File: src/rtl/fp_div_pkg.sv
// Shared types and sizing helpers for the fp divider issue/collect block.
package fp_div_pkg;

  typedef enum logic [1:0] {
    FLUSH = 2'd0,
    IDLE  = 2'd1,
    RUN   = 2'd2,
    DRAIN = 2'd3
  } state_t;

  function automatic int fp_dw(input int sig_width, input int exp_width);
    return sig_width + exp_width + 1;
  endfunction

  // Credits count 0..depth inclusive, hence depth+1 distinct values.
  function automatic int cred_w(input int depth);
    return $clog2(depth + 1);
  endfunction

endpackage

File: src/rtl/fp_div_result_fifo.sv
// Synchronous result FIFO with fall-through head; push and pop may coincide.
module fp_div_result_fifo
  import fp_div_pkg::*;
#(
  parameter int DW    = fp_dw(23, 8),
  parameter int DEPTH = 8
) (
  input  logic          clk,
  input  logic          rst,
  input  logic          push,
  input  logic [DW-1:0] push_data,
  input  logic          pop,
  output logic [DW-1:0] head_data,
  output logic          full,
  output logic          empty
);

  localparam int AW = $clog2(DEPTH);

  logic [DW-1:0] mem [DEPTH];
  logic [AW:0]   wr_ptr_reg;
  logic [AW:0]   rd_ptr_reg;
  logic          do_push;
  logic          do_pop;

  assign empty     = (wr_ptr_reg == rd_ptr_reg);
  assign full      = (wr_ptr_reg[AW] != rd_ptr_reg[AW]) &&
                     (wr_ptr_reg[AW-1:0] == rd_ptr_reg[AW-1:0]);
  assign do_pop    = pop & ~empty;
  assign do_push   = push & (~full | do_pop);
  assign head_data = mem[rd_ptr_reg[AW-1:0]];

  generate
    for (genvar gi = 0; gi < DEPTH; gi++) begin : g_entry
      always_ff @(posedge clk) begin
        if (do_push && (wr_ptr_reg[AW-1:0] == AW'(gi))) begin
          mem[gi] <= push_data;
        end
      end
    end
  endgenerate

  always_ff @(posedge clk) begin
    if (rst) begin
      wr_ptr_reg <= '0;
      rd_ptr_reg <= '0;
    end else begin
      if (do_push) wr_ptr_reg <= wr_ptr_reg + (AW+1)'(1);
      if (do_pop)  rd_ptr_reg <= rd_ptr_reg + (AW+1)'(1);
    end
  end

endmodule

File: src/rtl/fp_div_issue_collect.sv
// Streams one vector through a fixed-latency divider against a per-vector divisor
// and collects quotients into a credit-protected result FIFO.
module fp_div_issue_collect
  import fp_div_pkg::*;
#(
  parameter int SIG_WIDTH   = 23,
  parameter int EXP_WIDTH   = 8,
  parameter int DIV_LATENCY = 5,
  parameter int FIFO_DEPTH  = 8,
  parameter int LEN_W       = 8,
  localparam int DW         = fp_dw(SIG_WIDTH, EXP_WIDTH)
) (
  input  logic             clk,
  input  logic             rst,
  input  logic             cfg_start,
  input  logic [LEN_W-1:0] cfg_len,
  input  logic [DW-1:0]    cfg_divisor,
  output logic             busy,
  output logic             done,
  input  logic [DW-1:0]    in_data,
  input  logic             in_valid,
  output logic             in_ready,
  output logic [DW-1:0]    div_a,
  output logic [DW-1:0]    div_b,
  output logic             div_ab_valid,
  input  logic [DW-1:0]    div_z,
  input  logic             div_z_valid,
  output logic [DW-1:0]    out_data,
  output logic             out_valid,
  input  logic             out_ready,
  output logic             out_last
);

  localparam int CW = cred_w(FIFO_DEPTH);
  localparam int FW = $clog2(DIV_LATENCY + 2);

  state_t           state_reg;
  logic [FW-1:0]    flush_cnt_reg;
  logic [CW-1:0]    credits_reg;
  logic [LEN_W-1:0] issue_rem_reg;
  logic [LEN_W-1:0] recv_rem_reg;
  logic [LEN_W-1:0] pop_rem_reg;
  logic [DW-1:0]    divisor_reg;
  logic             busy_reg;
  logic             done_reg;

  logic             accept;
  logic             pop;
  logic             collect;
  logic             last_pop;
  logic             fifo_full;
  logic             fifo_empty;
  logic [DW-1:0]    fifo_head;

  // in_ready depends only on state and counters so the producer may wait on it.
  assign in_ready  = (state_reg == RUN) && (issue_rem_reg != '0) && (credits_reg != '0);
  assign accept    = in_valid & in_ready;
  assign out_valid = ~fifo_empty;
  assign pop       = out_valid & out_ready;
  assign collect   = div_z_valid & (state_reg != FLUSH);
  assign last_pop  = pop && (pop_rem_reg == LEN_W'(1));
  assign out_last  = out_valid && (pop_rem_reg == LEN_W'(1));
  assign out_data  = out_valid ? fifo_head : '0;
  assign busy      = busy_reg;
  assign done      = done_reg;

  fp_div_result_fifo #(
    .DW    (DW),
    .DEPTH (FIFO_DEPTH)
  ) u_fifo (
    .clk       (clk),
    .rst       (rst),
    .push      (collect),
    .push_data (div_z),
    .pop       (pop),
    .head_data (fifo_head),
    .full      (fifo_full),
    .empty     (fifo_empty)
  );

  always_ff @(posedge clk) begin
    if (rst) begin
      state_reg     <= FLUSH;
      flush_cnt_reg <= FW'(DIV_LATENCY + 1);
      credits_reg   <= CW'(FIFO_DEPTH);
      issue_rem_reg <= '0;
      recv_rem_reg  <= '0;
      pop_rem_reg   <= '0;
      divisor_reg   <= '0;
      div_a         <= '0;
      div_b         <= '0;
      div_ab_valid  <= 1'b0;
      busy_reg      <= 1'b0;
      done_reg      <= 1'b0;
    end else begin
      done_reg     <= 1'b0;
      div_ab_valid <= accept;
      if (accept) begin
        div_a         <= in_data;
        div_b         <= divisor_reg;
        issue_rem_reg <= issue_rem_reg - LEN_W'(1);
      end
      if (collect) recv_rem_reg <= recv_rem_reg - LEN_W'(1);
      if (pop)     pop_rem_reg  <= pop_rem_reg - LEN_W'(1);
      if (accept && !pop) begin
        credits_reg <= credits_reg - CW'(1);
      end else if (pop && !accept) begin
        credits_reg <= credits_reg + CW'(1);
      end

      case (state_reg)
        FLUSH: begin
          // Results of ops issued before reset surface during this window and are dropped.
          busy_reg <= (flush_cnt_reg != '0);
          if (flush_cnt_reg == '0) begin
            state_reg <= IDLE;
          end else begin
            flush_cnt_reg <= flush_cnt_reg - FW'(1);
          end
        end
        IDLE: begin
          busy_reg <= 1'b0;
          if (cfg_start) begin
            if (cfg_len != '0) begin
              divisor_reg   <= cfg_divisor;
              issue_rem_reg <= cfg_len;
              recv_rem_reg  <= cfg_len;
              pop_rem_reg   <= cfg_len;
              state_reg     <= RUN;
              busy_reg      <= 1'b1;
            end else begin
              done_reg <= 1'b1;
            end
          end
        end
        RUN: begin
          busy_reg <= 1'b1;
          if (issue_rem_reg == '0) state_reg <= DRAIN;
        end
        DRAIN: begin
          if (last_pop || (pop_rem_reg == '0)) begin
            state_reg <= IDLE;
            busy_reg  <= 1'b0;
            done_reg  <= 1'b1;
          end else begin
            busy_reg <= 1'b1;
          end
        end
        default: state_reg <= FLUSH;
      endcase
    end
  end

  // A result with nothing outstanding, or one arriving at a full FIFO, means the
  // credit bookkeeping or the divider latency assumption is broken.
  always_ff @(posedge clk) begin
    if (!rst) begin
      assert (!(collect && (recv_rem_reg == '0)));
      assert (!(collect && fifo_full && !pop));
    end
  end

endmodule

File: config.mk
export PLATFORM = sky130hd
export DESIGN_NAME = fp_div_issue_collect
export DESIGN_NICKNAME = d
export VERILOG_FILES = /design/src/rtl/fp_div_pkg.sv /design/src/rtl/fp_div_result_fifo.sv /design/src/rtl/fp_div_issue_collect.sv
export SDC_FILE = /design/constraint.sdc
export NUM_CORES = 1
export LEC_CHECK = 0
export CORE_MARGIN = 4
export CORE_UTILIZATION = 30
export CTS_CLUSTER_DIAMETER = 80
export DETAILED_ROUTE_END_ITERATION = 6
export HOLD_SLACK_MARGIN = 0.12
export SYNTH_ARGS = -nofsm -noshare
export SYNTH_HDL_FRONTEND = slang
export SYNTH_SLANG_ARGS = --single-unit
File: constraint.sdc
create_clock -name clk -period 3 [get_ports clk]
set_input_delay 0.6 -clock clk [delete_from_list [all_inputs] [get_ports clk]]
set_output_delay 0.6 -clock clk [all_outputs]
set_load 0.02 [all_outputs]
==> results of run 1 <==
==> synth_stat cells (all sizes together) <==
| cell | n | share of area, % |
|---|---|---|
| a211o | 2 | 0.12 |
| a211oi | 2 | 0.10 |
| a21bo | 1 | 0.066 |
| a21oi | 108 | 3.6 |
| a311oi | 1 | 0.10 |
| a31o | 1 | 0.058 |
| a31oi | 3 | 0.12 |
| and2 | 2 | 0.083 |
| and3 | 8 | 0.33 |
| and3b | 1 | 0.058 |
| and4b | 1 | 0.066 |
| buf | 16 | 0.52 |
| clkbuf | 44 | 1.1 |
| dfxtp | 135 | 18 |
| edfxtp | 256 | 51 |
| ha | 21 | 1.7 |
| inv | 18 | 0.45 |
| mux2 | 2 | 0.17 |
| mux2i | 36 | 2.4 |
| mux4 | 64 | 9.6 |
| nand2 | 203 | 5.1 |
| nand2b | 3 | 0.12 |
| nand3 | 7 | 0.23 |
| nand3b | 1 | 0.050 |
| nand4 | 5 | 0.21 |
| nand4b | 2 | 0.12 |
| nor2 | 53 | 1.3 |
| nor2b | 3 | 0.12 |
| nor3 | 4 | 0.13 |
| nor3b | 2 | 0.10 |
| nor4 | 10 | 0.46 |
| o211ai | 1 | 0.050 |
| o21ai | 20 | 0.66 |
| o32ai | 1 | 0.058 |
| o41ai | 1 | 0.11 |
| or2 | 2 | 0.083 |
| or3 | 4 | 0.17 |
| xnor2 | 11 | 0.64 |
| xor2 | 14 | 0.81 |
==> layout by cell type (no fill, tap or decap), drive strengths merged, types with 10 or more instances in the layout <==
cell	n
a21oi	108
buf	50
clkbuf	59
clkdlybuf4s50	175
clkinv	17
dfxtp	135
dlygate4sd2	13
edfxtp	256
ha	21
inv	21
mux2i	36
mux4	64
nand2	203
nor2	53
nor4	10
o21ai	20
xnor2	11
xor2	14
==> timing repair <==
item / CTS / global route
setup buffers: 4 / 6
cloned: 3 / 0
setup endpoints to repair: 35 / 16
pin swaps: 2 / 0
gates resized for setup: 69 / 29
==> area by class of cell <==
| cell class | instances | area share [%] |
|---|---|---|
| repair buffers | 255 | 13.3 |
| clock inverters | 26 | 1.50 |
| flip-flops and latches | 391 | 52.2 |
| well taps | 664 | 4.17 |
| inverters | 18 | 0.339 |
| clock buffers | 53 | 5.96 |
| diodes | 2 | 0.0251 |
| multi-input cells | 600 | 22.5 |
==> layer usage <==
metal  global-route usage [%]  wire [um]
met5                        0          0
met4                     3.90        724
met3                     4.54       2770
met2                     22.0      17200
met1                     16.4      15100
==> per-stage QoR <==
stage | setup TNS (ns) | area (um2) | util (%)
3_3_place_gp | 0 | 18300 | 37.0
6_report | 0 | 19900 | 40.4
5_1_grt | -0.0470 | 19900 | 40.3
3_5_place_dp | 0 | 18300 | 37.0
4_1_cts | -0.635 | 19900 | 40.3
2_1_floorplan | 0 | 15100 | -
==> worst max path at each step <==
stage / startpoint / to / slack [ns] / cells after the start
2_1_floorplan: issue_rem_reg[0]$_SDFF_PP0_ / credits_reg[2]$_SDFFE_PP0P_ / 0.30 / 14
3_3_place_gp: out_ready / credits_reg[2]$_SDFFE_PP0P_ / 0.24 / 9
3_5_place_dp: out_ready / credits_reg[2]$_SDFFE_PP0P_ / 0.29 / 9
4_1_cts: flip-flop / out_data[31] / -0.14 / 5
5_1_grt: flip-flop / out_data[3] / -0.04 / 6
6_report: flip-flop / out_data[3] / 0.09 / 6
==> logic make-up (layout without fill, tap and decap cells) <==
group	count (synthesis)	in the layout	synth area share (%)
XOR/XNOR	25	25	1.45
AO/OA/AOI/OAI	141	141	5.03
other	0	2	0
multiplexers	102	102	12.1
adder cells (fa/ha/maj)	21	21	1.74
flip-flops	391	391	68.9
buffers and inverters	78	352	2.07
AND/OR/NAND/NOR	311	311	8.70
==> worst min-delay path, delay by kind of cell (launching register included) <==
family	cells	cell delay (ns)
DFF	1	0.31
AOI/OAI and AO/OA	1	0.05
and+or+nand+nor	1	0.05
==> where the power goes <==
part | switching, uW | internal [uW]
logic | 1820 | 1770
clock network | 2140 | 3340
registers | 157 | 5990
total | 4110 | 11100
==> results.rst, run 1 <==
.. list-table::
   :header-rows: 1

   * - Metric
     - Value
   * - Outcome
     - completed
   * - Period utilization
     - 97.1%
   * - Row Count
     - 81
   * - Required time reported for the critical path endpoint
     - 2.40 ns
   * - First drt pass iteration count
     - 4
   * - Maximum achievable frequency
     - 343 MHz
   * - Growth of design area from synthesis to finish
     - 32.1%
   * - Via count of the first global-routing pass
     - 9625
   * - Number of cells on the worst reg-to-reg path
     - 13
   * - Critical Path Sink Type
     - output pin
   * - Number of flip-flops and latches in the synthesized netlist
     - 391
   * - WP data arrival
     - 2.31 ns
   * - Width of the die
     - 232 um
   * - Yosys warning count
     - 0
   * - Antenna violations before repair
     - 0
   * - Hold-critical path depth
     - 2
   * - Count of pins on the block boundary
     - 212
   * - CTS Root Cell
     - sky130_fd_sc_hd__clkbuf_16
   * - Synthesized netlist net count
     - 1200
   * - Setup clock skew after layout
     - 0.0141 ns
   * - Sink of the worst hold path
     - div_b[12]$_SDFFE_PP0N_
   * - Total DRC errors in the routed layout
     - 0
   * - CTS H-tree depth
     - 2
   * - Final hold violation count
     - 0
   * - Maximum number of pins on one net before global-route repair
     - 83
   * - Synth Instances
     - 1069
   * - Finished Layout Cells
     - 2009
   * - Final global-route overflow total
     - 0
   * - Half-perimeter wire length after placement
     - 21500 um
   * - ANT nets after route
     - 0
   * - Worst Setup Path Type
     - reg -> out
   * - Total detailed-routing wirelength
     - 35800 um
   * - Unrepaired setup endpoints after global routing
     - yes
   * - Buffers from clock root to sink, at most
     - 3
   * - Seq/Total Area, Yosys
     - 68.9%
   * - Type of element launching the critical path
     - flip-flop
   * - CP bufs+invs
     - 3
   * - Core region area
     - 49400 um2
   * - Pwr/cell area
     - 763 nW/um2
   * - Mapped Avg Cell Area
     - 14.1 um2
   * - CTS clock-pin slew for the worst setup and hold paths
     - 0.06 ns
   * - Largest voltage drop on the vdd net
     - 0.432 mV
   * - Fill count
     - 4615
   * - Reg2Reg Setup Slack
     - 0.47 ns
   * - Number of failing setup endpoints in the final timing report
     - 0
   * - Max-cap violation count
     - 0
   * - Sequential cell area
     - 10400 um2
   * - Setup WS pre-CTS
     - 0.290 ns
   * - Effective utilization at floorplan
     - 30.6%
   * - Measured slew at the worst slew-check pin
     - 0.728 ns
   * - Post-Syn Area
     - 15100 um2
   * - Largest delay share family, worst path
     - multiplexers
   * - Crit-path max cell delay
     - 0.51 ns
   * - CP max FO
     - 15
   * - Path class of the lowest-slack min-delay path
     - reg -> reg
   * - Register ranked first by flip-flop count
     - u_fifo.mem
   * - Wire length of the first global-routing pass
     - 55700 um
   * - Worst hold slack across all endpoints
     - 0.451 ns
   * - Number of flip-flops in the largest register
     - 256
   * - Synth unique cells
     - 43
   * - R2R Path Start
     - issue_rem_reg[0]$_SDFF_PP0_
   * - Fraction of layout cells with a size suffix above 1
     - 16.7%
   * - Insertion delay of the later-clocked pin in the worst-skew pair
     - 0.55 ns
   * - Average via count per standard cell
     - 4.56
   * - Cts-stage hold buffer count
     - 0
   * - Area of the multi-input gates
     - 4470 um2
   * - Vias
     - 9171
   * - Routed WL per cell
     - 17.8 um
   * - Final net count
     - 1441
   * - Slowest cell on the critical path
     - sky130_fd_sc_hd__mux4_2
   * - Number of clock sinks seen by CTS
     - 391
   * - Final max-slew violation count
     - 0
   * - Tot Pwr
     - 15200 uW
   * - Reg2Reg Capture Point
     - credits_reg[2]$_SDFFE_PP0P_
   * - Cells along the critical path
     - buf_4 -> buf_16 -> mux4_2 -> mux2i_1 -> nor2_1 -> dlygate4sd2_1
   * - Port-buffer cells
     - 211
   * - Final setup slack of the worst path
     - 0.0868 ns
   * - CTS tree
     - done
   * - Number of buffers created by CTS
     - 44
   * - Start point of the worst hold path
     - divisor_reg[12]$_SDFFE_PP0P_
   * - DRC violation total after the first TritonRoute iteration
     - 427
   * - Weighted congestion at the end of routability-driven global placement
     - 0.749
   * - DP Cell Count
     - 1916
   * - Shortest clock period the worst path allows after layout
     - 2.91 ns
   * - Area of the die
     - 53900 um2
   * - Max transition margin
     - 51.5%
   * - Leakage Power
     - 0.00654 uW
   * - Die height
     - 232 um
   * - Overall routing resource usage
     - 13.2%
Power figures use the tool's default switching activity.
==> run 2, diff against run 1 <==
clock period = 3.7 ns   (was 3 ns; I/O delays follow)
==> results.rst, run 2 (synthesized netlist as in run 1, its figures left out) <==
.. list-table::
   :header-rows: 1

   * - Metric
     - Value
   * - Outcome
     - completed
   * - Largest voltage drop on the vdd net
     - 0.290 mV
   * - Total setup buffers inserted after CTS
     - 0
   * - CP max FO
     - 27
   * - Effective utilization at floorplan
     - 30.6%
   * - DRC violation total after the first TritonRoute iteration
     - 408
   * - Cts-stage hold buffer count
     - 0
   * - Total detailed-routing wirelength
     - 35200 um
   * - Reg2Reg Capture Point
     - credits_reg[2]$_SDFFE_PP0P_
   * - Unrepaired setup endpoints after global routing
     - no
   * - Setup clock skew after layout
     - 0.0135 ns
   * - Final global-route overflow total
     - 0
   * - CTS Root Cell
     - sky130_fd_sc_hd__clkbuf_16
   * - ANT nets after route
     - 0
   * - First drt pass iteration count
     - 4
   * - Growth of design area from synthesis to finish
     - 29.5%
   * - Leakage Power
     - 0.00627 uW
   * - Pwr/cell area
     - 603 nW/um2
   * - Critical Path Sink Type
     - output pin
   * - Core region area
     - 49400 um2
   * - Die height
     - 232 um
   * - CTS tree
     - done
   * - Path class of the lowest-slack min-delay path
     - reg -> reg
   * - Antenna violations before repair
     - 1
   * - WP data arrival
     - 2.74 ns
   * - Max-cap violation count
     - 0
   * - Final net count
     - 1438
   * - Number of buffers created by CTS
     - 44
   * - Overall routing resource usage
     - 12.9%
   * - Buffers from clock root to sink, at most
     - 3
   * - Port-buffer cells
     - 211
   * - Width of the die
     - 232 um
   * - Number of flip-flops in the largest register
     - 256
   * - Insertion delay of the later-clocked pin in the worst-skew pair
     - 0.55 ns
   * - Sink of the worst hold path
     - div_b[17]$_SDFFE_PP0N_
   * - Register ranked first by flip-flop count
     - u_fifo.mem
   * - Final hold violation count
     - 0
   * - CTS H-tree depth
     - 2
   * - Average via count per standard cell
     - 4.60
   * - Count of pins on the block boundary
     - 212
   * - Fraction of layout cells with a size suffix above 1
     - 14.2%
   * - Area post-placement
     - 18200 um2
   * - Max transition margin
     - 48.3%
   * - Number of failing setup endpoints in the final timing report
     - 0
   * - Commonest non-fill, non-tap cells in the layout
     - 256 x sky130_fd_sc_hd__edfxtp_1, 210 x sky130_fd_sc_hd__clkdlybuf4s50_1, 202 x sky130_fd_sc_hd__nand2_1
   * - Measured slew at the worst slew-check pin
     - 0.776 ns
   * - Shortest clock period the worst path allows after layout
     - 3.48 ns
   * - CTS clock-pin slew for the worst setup and hold paths
     - 0.05 ns
   * - Row Count
     - 81
   * - Number of clock sinks seen by CTS
     - 391
   * - Worst Setup Path Type
     - reg -> out
   * - Number of cells on the worst reg-to-reg path
     - 14
   * - Routed WL per cell
     - 17.6 um
   * - Setup TNS
     - 0 ns
   * - Count of instances resized after the clock tree is built
     - 0
   * - Most common cell after layout, fill and taps aside
     - sky130_fd_sc_hd__edfxtp_1
   * - Reg2Reg Setup Slack
     - 0.76 ns
   * - Vias
     - 9215
   * - R2R Path Start
     - issue_rem_reg[0]$_SDFF_PP0_
   * - Tot Pwr
     - 11800 uW
   * - Total DRC errors in the routed layout
     - 0
   * - Period utilization
     - 94.0%
   * - Wire length of the first global-routing pass
     - 54800 um
   * - Start point of the worst hold path
     - divisor_reg[17]$_SDFFE_PP0P_
   * - Maximum number of pins on one net before global-route repair
     - 75
   * - Hold-critical path depth
     - 2
   * - Area of the die
     - 53900 um2
   * - Half-perimeter wire length after placement
     - 21800 um
   * - Via count of the first global-routing pass
     - 9674
   * - Required time reported for the critical path endpoint
     - 2.96 ns
   * - Final Cell Area
     - 19500 um2
   * - Maximum achievable frequency
     - 288 MHz
   * - Weighted congestion at the end of routability-driven global placement
     - 0.756
   * - Final max-slew violation count
     - 0
   * - Type of element launching the critical path
     - flip-flop
-- run 2: cell types whose count changed in the layout (fill, tap and decap cells not counted), sizes merged, moves of 2 or more --
| cell | delta |
|---|---|
| clkdlybuf4s15 | -9 |
| buf | -8 |
| clkinv | -2 |
| dlygate4sd2 | -13 |
| bufinv | -6 |
| clkdlybuf4s50 | +35 |
| clkbuf | -2 |
-- run 2: per-stage QoR --
stage	setup WS, ns	std cells	util (%)	hold WS (ns)
after floorplan	0.970	1069	-	0.432
after CTS	0.00637	1989	39.4	0.454
after detailed placement	0.598	1914	36.8	0.446
after global placement	0.616	1914	36.8	0.437
final	0.223	2002	39.6	0.448
after global routing	0.0174	2000	39.6	0.467
-- run 2: layout make-up --
type	instances	area, um2
multi-input combinational	600	4410
inverter	18	67.6
clock buffer	57	1180
fill	4639	29800
timing repair buffer	252	2540
antenna	2	5.00
tap	664	831
clock inverter	18	108
sequential	391	10400
-- run 2: worst max-delay path: stages, from the launching register on --
cell and delay [ns]:
sky130_fd_sc_hd__dfxtp_1 0.47, sky130_fd_sc_hd__xor2_1 0.19, sky130_fd_sc_hd__nor4_4 0.35, sky130_fd_sc_hd__buf_4 0.44, sky130_fd_sc_hd__nor2_1 0.15, sky130_fd_sc_hd__clkdlybuf4s50_1 0.57
-- run 2: how the worst max path moves through the flow --
stage	from	end	slack (ns)	depth (start not counted)
2_1_floorplan	in_valid	credits_reg[2]$_SDFFE_PP0P_	0.97	11
3_3_place_gp	in_valid	credits_reg[2]$_SDFFE_PP0P_	0.62	10
3_5_place_dp	in_valid	credits_reg[2]$_SDFFE_PP0P_	0.60	10
4_1_cts	flip-flop	out_data[4]	0.006	5
5_1_grt	u_fifo.wr_ptr_reg[1]$_SDFFE_PP0P_	out_data[9]	0.02	5
6_report	u_fifo.wr_ptr_reg[1]$_SDFFE_PP0P_	out_data[9]	0.22	5
-- run 2: report_power, final --
part	switching (uW)	leakage, uW	internal (uW)
Sequential	162	0.00340	4860
Clock	1690	0.000641	2250
Combinational	1390	0.00223	1420
Total	3250	0.00627	8530
-- run 2: layer usage --
metal	vias to the layer above	global-route usage [%]	share of wire [%]
met2	265	21.5	48
met4	2	3.81	2.1
met5	-	0	0.037
met3	55	4.94	8.9
met1	4510	15.7	41
li1	4383	-	-
==> run 3, diff against run 2 <==
SKIP_LAST_GASP = 1   (was unset)
==> results of run 3 <==
The final DEF is identical to that of run 2; final timing and power are the same.
